==> config.mk <==
export PLATFORM = sky130hd
export DESIGN_NAME = reservation_station
export DESIGN_NICKNAME = d
export VERILOG_FILES = /design/src/rtl/reservation_station.sv
export SDC_FILE = /design/constraint.sdc
export NUM_CORES = 1
export LEC_CHECK = 0
export ABC_AREA = 1
export CORE_UTILIZATION = 55
export CTS_BUF_LIST = sky130_fd_sc_hd__clkbuf_16
export DETAILED_ROUTE_END_ITERATION = 7
export PLACE_DENSITY = 0.77
export SYNTH_ARGS = -nofsm -noshare
export SYNTH_HDL_FRONTEND = slang
export SYNTH_SLANG_ARGS = --single-unit
==> constraint.sdc <==
create_clock -name clk1 -period 2.9 [get_ports clk1]
set_input_delay 0.58 -clock clk1 [delete_from_list [all_inputs] [get_ports clk1]]
set_output_delay 0.58 -clock clk1 [all_outputs]
set_load 0.02 [all_outputs]
==> src/rtl/reservation_station.sv <==
// Single-clock reservation station: holds issued instructions until both operands are
// ready, snoops the CDB for wakeups and dispatches one entry at a time under a unit-busy counter.
module reservation_station #(
    parameter int DW   = 8,
    parameter int TW   = 3,
    parameter int NENT = 4
) (
    input  logic          clk1,
    input  logic          rst,
    input  logic          issue_v,
    input  logic [3:0]    issue_func,
    input  logic [3:0]    issue_rd,
    input  logic [TW-1:0] issue_rob,
    input  logic          issue_r1,
    input  logic          issue_r2,
    input  logic [DW-1:0] issue_v1,
    input  logic [DW-1:0] issue_v2,
    input  logic [TW-1:0] issue_t1,
    input  logic [TW-1:0] issue_t2,
    output logic          issue_ready,
    input  logic          cdb_v,
    input  logic [TW-1:0] cdb_tag,
    input  logic [DW-1:0] cdb_data,
    output logic [DW-1:0] rs1_data,
    output logic [DW-1:0] rs2_data,
    output logic [3:0]    func,
    output logic [3:0]    rd,
    output logic [TW-1:0] rob_ind,
    output logic          exec_b
);

    localparam int IW = (NENT > 1) ? $clog2(NENT) : 1;

    logic          busy  [NENT];
    logic [3:0]    func_q[NENT];
    logic [3:0]    rd_q  [NENT];
    logic [TW-1:0] rob_q [NENT];
    logic          r1_q  [NENT];
    logic          r2_q  [NENT];
    logic [DW-1:0] v1_q  [NENT];
    logic [DW-1:0] v2_q  [NENT];
    logic [TW-1:0] t1_q  [NENT];
    logic [TW-1:0] t2_q  [NENT];
    logic [2:0]    fu_cnt;

    logic          free_found;
    logic [IW-1:0] free_idx;
    logic          disp_found;
    logic [IW-1:0] disp_idx;
    logic          do_issue;
    logic          do_disp;
    logic          iss_r1;
    logic          iss_r2;
    logic [DW-1:0] iss_v1;
    logic [DW-1:0] iss_v2;

    // Remaining busy cycles of the functional unit after a dispatch of this opcode.
    function automatic logic [2:0] lat_of(input logic [3:0] op);
        case (op)
            4'b0000, 4'b0001: lat_of = 3'd1;
            4'b0010:          lat_of = 3'd3;
            4'b0011:          lat_of = 3'd5;
            default:          lat_of = 3'd0;
        endcase
    endfunction

    // Descending scans so the lowest matching index wins.
    always_comb begin
        free_found = 1'b0;
        free_idx   = '0;
        disp_found = 1'b0;
        disp_idx   = '0;
        for (int i = NENT - 1; i >= 0; i--) begin
            if (!busy[i]) begin
                free_found = 1'b1;
                free_idx   = IW'(i);
            end
            if (busy[i] && r1_q[i] && r2_q[i]) begin
                disp_found = 1'b1;
                disp_idx   = IW'(i);
            end
        end
    end

    // An operand whose producer broadcasts in the issue cycle is captured as ready.
    always_comb begin
        issue_ready = free_found;
        do_issue    = issue_v && free_found;
        do_disp     = disp_found && (fu_cnt == 3'd0);
        iss_r1      = issue_r1 || (cdb_v && (cdb_tag == issue_t1));
        iss_r2      = issue_r2 || (cdb_v && (cdb_tag == issue_t2));
        iss_v1      = issue_r1 ? issue_v1 : cdb_data;
        iss_v2      = issue_r2 ? issue_v2 : cdb_data;
    end

    always_ff @(posedge clk1) begin
        if (rst) begin
            for (int i = 0; i < NENT; i++) begin
                busy[i] <= 1'b0;
            end
            fu_cnt   <= 3'd0;
            exec_b   <= 1'b0;
            rs1_data <= '0;
            rs2_data <= '0;
            func     <= 4'd0;
            rd       <= 4'd0;
            rob_ind  <= '0;
        end else begin
            exec_b <= do_disp;
            if (do_disp) begin
                rs1_data <= v1_q[disp_idx];
                rs2_data <= v2_q[disp_idx];
                func     <= func_q[disp_idx];
                rd       <= rd_q[disp_idx];
                rob_ind  <= rob_q[disp_idx];
                fu_cnt   <= lat_of(func_q[disp_idx]);
            end else if (fu_cnt != 3'd0) begin
                fu_cnt <= fu_cnt - 3'd1;
            end

            // The dispatched entry is fully ready, so its CDB snoop is a no-op.
            for (int i = 0; i < NENT; i++) begin
                if (do_disp && (disp_idx == IW'(i))) begin
                    busy[i] <= 1'b0;
                end
                if (do_issue && (free_idx == IW'(i))) begin
                    busy[i]   <= 1'b1;
                    func_q[i] <= issue_func;
                    rd_q[i]   <= issue_rd;
                    rob_q[i]  <= issue_rob;
                    r1_q[i]   <= iss_r1;
                    v1_q[i]   <= iss_v1;
                    t1_q[i]   <= issue_t1;
                    r2_q[i]   <= iss_r2;
                    v2_q[i]   <= iss_v2;
                    t2_q[i]   <= issue_t2;
                end else if (busy[i] && cdb_v) begin
                    if (!r1_q[i] && (t1_q[i] == cdb_tag)) begin
                        r1_q[i] <= 1'b1;
                        v1_q[i] <= cdb_data;
                    end
                    if (!r2_q[i] && (t2_q[i] == cdb_tag)) begin
                        r2_q[i] <= 1'b1;
                        v2_q[i] <= cdb_data;
                    end
                end
            end
        end
    end

endmodule

==> flow_summary.ini, run 1 <==
[status]
outcome = complete, no violations

[timing]
min_period_over_period = 0.830
setup_viol = 0
fmax_mhz = 416
rsz0062_at_grt = no
hold_viol = 0
final_max_slew_viol_count = 0
period_minus_slack_ns = 2.41
slew_headroom = 0.578
worstMarginPinSlew_ns = 0.631
tns_ns = 0
clock_skew_ns = 0.00867

[cts]
post_cts_resized = 0
insertion_delay_ns = 0.43
numCtsBuffers = 17
clock_sinks = 175
cts.path.max_buffers = 2
postCtsSetupBuffers = 0
cts_htree_levels = 4
clk_pin_slew_ns = 0.06
root_buffer = clkbuf_16
cts_hold_buf = 0
cts_tree = built

[power_and_ir_drop]
powerDensity_mw_per_mm2 = 696
vdd_drop_max_v = 0.000462
leakagePower_nw = 3.69

[synthesis]
ys_seq_area_frac = 0.615
synth_top_family_by_area = simple AND/OR/NAND/NOR gates
synth_nets = 812
synth_simple_gate_area_share = 0.192
syn_area_mm2 = 0.00800
synth_compound_gate_area_share = 0.113
synth_area_leaders = edfxtp_1, nand2_1, dfxtp_1
synth_cells = 760
synth_top_area_frac = 0.533
synth_mux_area_frac = 0
ys.flop_type = edfxtp_1
synth_xor_area_frac = 0.0263
ys_warn_count = 0
ys_async_sr_fraction = 0
ys_types = 42
avgSynthCellArea_um2 = 10.5
synth-adder-area-share = 0.00313
synth_top_cell_by_area = edfxtp_1
ys_ff_latch = 175
synth-edff-count = 142

[route]
ant_nets = 0
vias_per_cell = 5.65
wire_per_inst_um = 18.6
wirelength_um = 19400
firstDrtPassIters = 5
drt_iter0_markers = 617
vias = 5915
drc = 0

[critical_path]
reg2reg_depth = 10
path_cells = nand2_1, inv_1, nand3_1, clkdlybuf4s50_1
startpoint = busy[0]
crit_fanout = 5
worstPathRequired_ns = 2.32
slowest_delay_ns = 0.62
timing.rr.end = fu_cnt[0]
slowest_stage = clkdlybuf4s50_1
r2r_slack_ns = 0.85
reg2reg_from = r2_q[1]
worst-setup-path-type = reg -> out
path_buf_inv = 2
end_kind = output pin
cp_top_family = buffers and inverters
crit_arrival_ns = 1.83
start_kind = flip-flop

[cells_and_area]
final_util = 0.681
fin_nets = 905
fin_area_mm2 = 0.00956
diodes = 0
drive_above_1_share = 0.133
most-common-layout-cells = nand2_1, edfxtp_1, clkdlybuf4s50_1
area_delta_synth_final_pct = 19.5
mostFrequentLayoutCell = nand2_1
nFillCells = 1043

[hold_path]
hold_path_class = reg -> reg
min_path_cells = 1
min_from = func[2]
min_to = func[2]

[global_route]
grt_overflow = 0
grt_pass1_vias = 5881
grt_use_total = 0.275
antenna_found_initial = 0
grt_max_degree = 25
grt_pass1_wl_um = 29900

[place]
io_buffers = 78
routabilityCongestion = 0.915
hpwlAfterDp_um = 13000
place_area_mm2 = 0.00901

[floorplanning]
start_util = 0.570
row_count = 43
core_area_mm2 = 0.0140
io_pins = 79
fp.dieH_um = 123
die_w_um = 123
die_area_mm2 = 0.0150

[run]
maxCapViolCount = 0
## area by class of cell
class                           count  area, µm²  share of cell area
Clock inverter                     13       78.8             0.00824
Timing Repair Buffer              106        991               0.104
Clock buffer                       19        475              0.0497
Inverter                           50        190              0.0199
Multi-Input combinational cell    503       2680               0.280
Sequential cell                   175       4920               0.515
Tap cell                          180        225              0.0236
## synth_stat cells (all sizes together) (4+ instances only)
cell type and count:
nand2 217, o211ai 4, edfxtp 142, o21ai 101, inv 50, nand4 16, buf 24, nor2 47
dfxtp 33, nand3 33, a41oi 5, xnor2 22, nor3 8, clkbuf 8, a21oi 34
## per-layer routing
layer | routed length (µm) | global-route usage
met5 | 0 | 0
met4 | 570 | 0.129
met3 | 1530 | 0.0655
met2 | 9950 | 0.476
met1 | 7380 | 0.322
## sequential cells by signal (all words and copies together) (netlist names), 3 cells and up
register	cells
r2_q	4
func_q	16
rd_q	16
rs1_data	8
rob_ind	3
v2_q	32
busy	4
t2_q	12
func	4
fu_cnt	3
rd	4
v1_q	32
rob_q	12
t1_q	12
r1_q	4
rs2_data	8
## per-stage QoR
step	power (W)	setup slack (ns)	hold WS, ns	instances
2_1_floorplan	0.00403	0.554	0.480	760
3_3_place_gp	0.00451	0.331	0.489	1014
3_5_place_dp	0.00455	0.307	0.505	1014
4_1_cts	0.00667	0.495	0.518	1046
5_1_grt	0.00692	0.406	0.539	1046
6_report	0.00666	0.493	0.511	1046
## cells by family after synthesis
kind of cell | after synthesis
AND/OR/NAND/NOR | 326
flip-flops | 175
AO/OA/AOI/OAI | 151
buffers and inverters | 82
XOR/XNOR | 24
adder cells (fa/ha/maj) | 2
## worst max path at each step
stage                        to  slack (ns)  cells past startpoint
CTS                 issue_ready        0.50                      4
global route        issue_ready        0.41                      4
global placement     v2_q[2][6]        0.33                      7
detailed placement   v2_q[2][6]        0.31                      7
finish              issue_ready        0.49                      4
floorplan               r1_q[1]        0.55                      5
## report_power, final
part	internal, W	leakage (nW)	switching, W
Combinational	0.000561	1.83	0.000902
Clock	0.00125	0.288	0.000884
Sequential	0.00294	1.57	0.000117
Note: power is estimated with default switching activity, not from simulation.
==> run 2, diff against run 1 <==
==> constraint.sdc (replaced) <==
create_clock -name clk1 -period 2.5 [get_ports clk1]
set_input_delay 0.5 -clock clk1 [delete_from_list [all_inputs] [get_ports clk1]]
set_output_delay 0.5 -clock clk1 [all_outputs]
set_load 0.02 [all_outputs]
==> flow_summary.ini, run 2 (same netlist as run 1, synthesis figures left out) <==
[cells_and_area]
regArea_mm2 = 0.00492
diodes = 0
mostFrequentLayoutCell = nand2_1
multi_input_area_mm2 = 0.00268
fin_nets = 919
fin_area_mm2 = 0.00968
most-common-layout-cells = nand2_1, edfxtp_1, clkdlybuf4s50_1
drive_above_1_share = 0.156
final_util = 0.690
nFillCells = 1013
largest_registers = v1_q x32, v2_q x32
area_delta_synth_final_pct = 21.0

[critical_path]
path_cells = nand2_1, inv_1, nand3_1, clkdlybuf4s50_1
r2r_slack_ns = 0.41
crit_arrival_ns = 1.88
startpoint = busy[0]
start_kind = flip-flop
crit_fanout = 5
end_kind = output pin
reg2reg_from = fu_cnt[0]
slowest_stage = clkdlybuf4s50_1
worstPathRequired_ns = 2.00
worst-setup-path-type = reg -> out
reg2reg_depth = 11
slowest_delay_ns = 0.64
timing.rr.end = rs2_data[1]

[floorplanning]
start_util = 0.570
die_w_um = 123
io_pins = 79
row_count = 43
fp.dieH_um = 123
die_area_mm2 = 0.0150
core_area_mm2 = 0.0140

[timing]
period_minus_slack_ns = 2.38
fmax_mhz = 421
worstMarginPinSlew_ns = 0.662
rsz0062_at_grt = no
clock_skew_ns = 0.0130
setup_viol = 0
tns_ns = 0
holdWs_ns = 0.510
final_max_slew_viol_count = 0
min_period_over_period = 0.951
slew_headroom = 0.557
hold_viol = 0

[route]
drc = 0
ant_nets = 0
firstDrtPassIters = 5
vias_per_cell = 5.71
drt_iter0_markers = 705
vias = 6053
wire_per_inst_um = 19.1
wirelength_um = 20300

[global_route]
use_met3 = 0.0553
grt_pass1_vias = 5891
grtUsageMet2 = 0.473
antenna_found_initial = 0
grt_pass1_wl_um = 31100
globalRouteMet1Util = 0.361
grt_overflow = 0
grt_max_degree = 25
grt-busiest-layer = met2
grt_use_total = 0.287

[power_and_ir_drop]
vdd_drop_max_v = 0.000579
powerDensity_mw_per_mm2 = 810
total_power_w = 0.00784
leakagePower_nw = 3.73

[cts]
cts_hold_buf = 0
insertion_delay_ns = 0.44
clk_pin_slew_ns = 0.07
root_buffer = clkbuf_16
clock_sinks = 175
postCtsSetupBuffers = 0
numCtsBuffers = 17
post_cts_resized = 0
cts_htree_levels = 4
cts_tree = built
cts.path.max_buffers = 2

[run]
maxCapViolCount = 0

[status]
outcome = complete, no violations

[hold_path]
hold_path_class = reg -> reg
min_from = func[2]
min_path_cells = 1
min_to = func[2]

[place]
routabilityCongestion = 0.938
io_buffers = 78
hpwlAfterDp_um = 13700
place_area_mm2 = 0.00911
-- run 2: metal layers --
metal / vias to the layer above / share of wire
li1: 2837 / -
met3: 48 / 0.079
met2: 300 / 0.50
met5: - / 0
met1: 2868 / 0.39
met4: 0 / 0.031
-- run 2: where the power goes --
part / internal [W] / switching [W]
Sequential: 0.00341 / 0.000135
Combinational: 0.000666 / 0.00105
Clock: 0.00146 / 0.00112
-- run 2: worst max path at each step --
stage                     cells after the start          end
final                                         4  issue_ready
after global routing                          4  issue_ready
after CTS                                     4  issue_ready
after detailed placement                      5   v2_q[2][4]
after global placement                        7   v2_q[2][4]
after floorplan                               5      r1_q[1]
-- run 2: layout make-up --
class,instances,area share
sequential,175,0.509
timing repair buffer,120,0.113
clock inverter,15,0.0150
clock buffer,17,0.0439
multi-input combinational,503,0.276
inverter,50,0.0196
tap,180,0.0233
-- run 2: critical path: cells and delay by family (launching register included) --
family        cells  cell delay [ns]
simple gates      2             0.24
flops             1             0.49
buf+inv           2             0.70
-- run 2: through the flow --
step	std cells	setup slack (ns)
after floorplan	760	0.234
after CTS	1060	0.123
after global routing	1060	0.0648
final	1060	0.123
after global placement	1028	0.203
after detailed placement	1028	0.137
==> patch (settings of run 1) <==
The parameter `TW` goes from 3 to 2.
--- a/src/rtl/reservation_station.sv
+++ b/src/rtl/reservation_station.sv
@@ -2,7 +2,7 @@
 // ready, snoops the CDB for wakeups and dispatches one entry at a time under a unit-busy counter.
 module reservation_station #(
     parameter int DW   = 8,
-    parameter int TW   = 3,
+    parameter int TW   = 2,
     parameter int NENT = 4
 ) (
     input  logic          clk1,
Ports: changed (5 resized); port bits go from 79 to 74. No check against the original RTL was run, so the function may have changed too.
==> patch against run 1 <==
Synthesized area is 8.4% lower. Utilization is 1.0 points higher. Total power is 3.0% lower. Synthesized cell count is 5.0% lower. Cell area is 7.3% lower. First-iteration DRC count is 33% lower. Setup slack better by 0.022 ns. Critical path depth stayed put. Count of clock-buffer cells in the layout is 1 lower. Via count is 5.9% lower. Wire length is 7.4% lower. Sequential cell count is 13 lower.
==> patch: results (changes against run 1) <==
* DP Area at 8270 um^2 (-8.2%)
* Worst EP arrival at 1.80 ns (-0.03 ns)
* First-pass GRT wire length at 28300 um (-5.5%)
* Port Buffers at 73 (-6.4%)
* HPWL Detailed at 11700 um (-11%)
* Fill cells at 976 (-6.4%)
* Initial DRC Count at 413 (-33%)
* Worst hold stages at 2 (+1)
* Hold slack at 0.504 ns (-0.00718 ns)
* Post-synth EDFFs at 130 (-8.5%)
* LEAKAGE at 0.00348 uW (-5.7%)
* Syn Nets at 770 (-5.2%)
* Hold Path End: rs2_data[0]
* Total GRT Usage at 0.273 (-0.00279)
* Synth top cells by count: 198 x nand2_1, 130 x edfxtp_1, 95 x o21ai_0, 54 x inv_1, 37 x nor2_1
* Worst Skew at 0.00841 ns (-0.000261 ns)
* Final net count at 854 (-5.6%)
* Status: complete, no violations
* Largest net degree at the start of global routing at 28 (+12%)
* HP Start: rs2_data[0]
* R2R Path Start: busy[2]
* Synth Area in Adders at 0.00341 (+0.000287)
* Compound-gate portion of the synthesized area at 0.118 (+0.00477)
* R2r setup slk at 0.72 ns (-0.13 ns)
* Rel. slew slack at 0.581 (+0.00253)
* Register area share after synthesis at 0.620 (+0.00461)
* Share of cells above drive strength 1 at 0.109 (-0.0241)
* Crit path launch: busy[0]
* Routed length per instance at 18.2 um (-2.2%)
* R2R Path End: rs2_data[6]
* GPL Wtd Cong at 0.902 (-1.4%)
-- patch: stage by stage --
stage           util  setup slack, ns  instances
4_1_cts        0.691            0.485        991
6_report       0.691            0.516        991
2_1_floorplan      -            0.620        722
3_3_place_gp   0.645            0.382        959
5_1_grt        0.691            0.461        991
3_5_place_dp   0.645            0.397        959
-- patch: routing by layer --
metal / track usage / part of all wire / vias up
li1: - / - / 2654
met1: 0.343 / 0.39 / 2653
met2: 0.465 / 0.51 / 232
met3: 0.0489 / 0.076 / 29
met4: 0.111 / 0.016 / 0
met5: 0 / 0 / -
-- patch: final cells by class --
type	count	share of cell area
clock buffers	18	0.0508
inverters	59	0.0250
clock inverters	14	0.0162
repair buffers	95	0.101
flip-flops and latches	162	0.513
well taps	172	0.0243
multi-input cells	471	0.270
-- patch: power by group --
group,switching (uW),total [uW],internal (uW)
Combinational,817,1340,524
Sequential,118,2860,2750
Clock,870,2250,1380
Total,1810,6460,4650
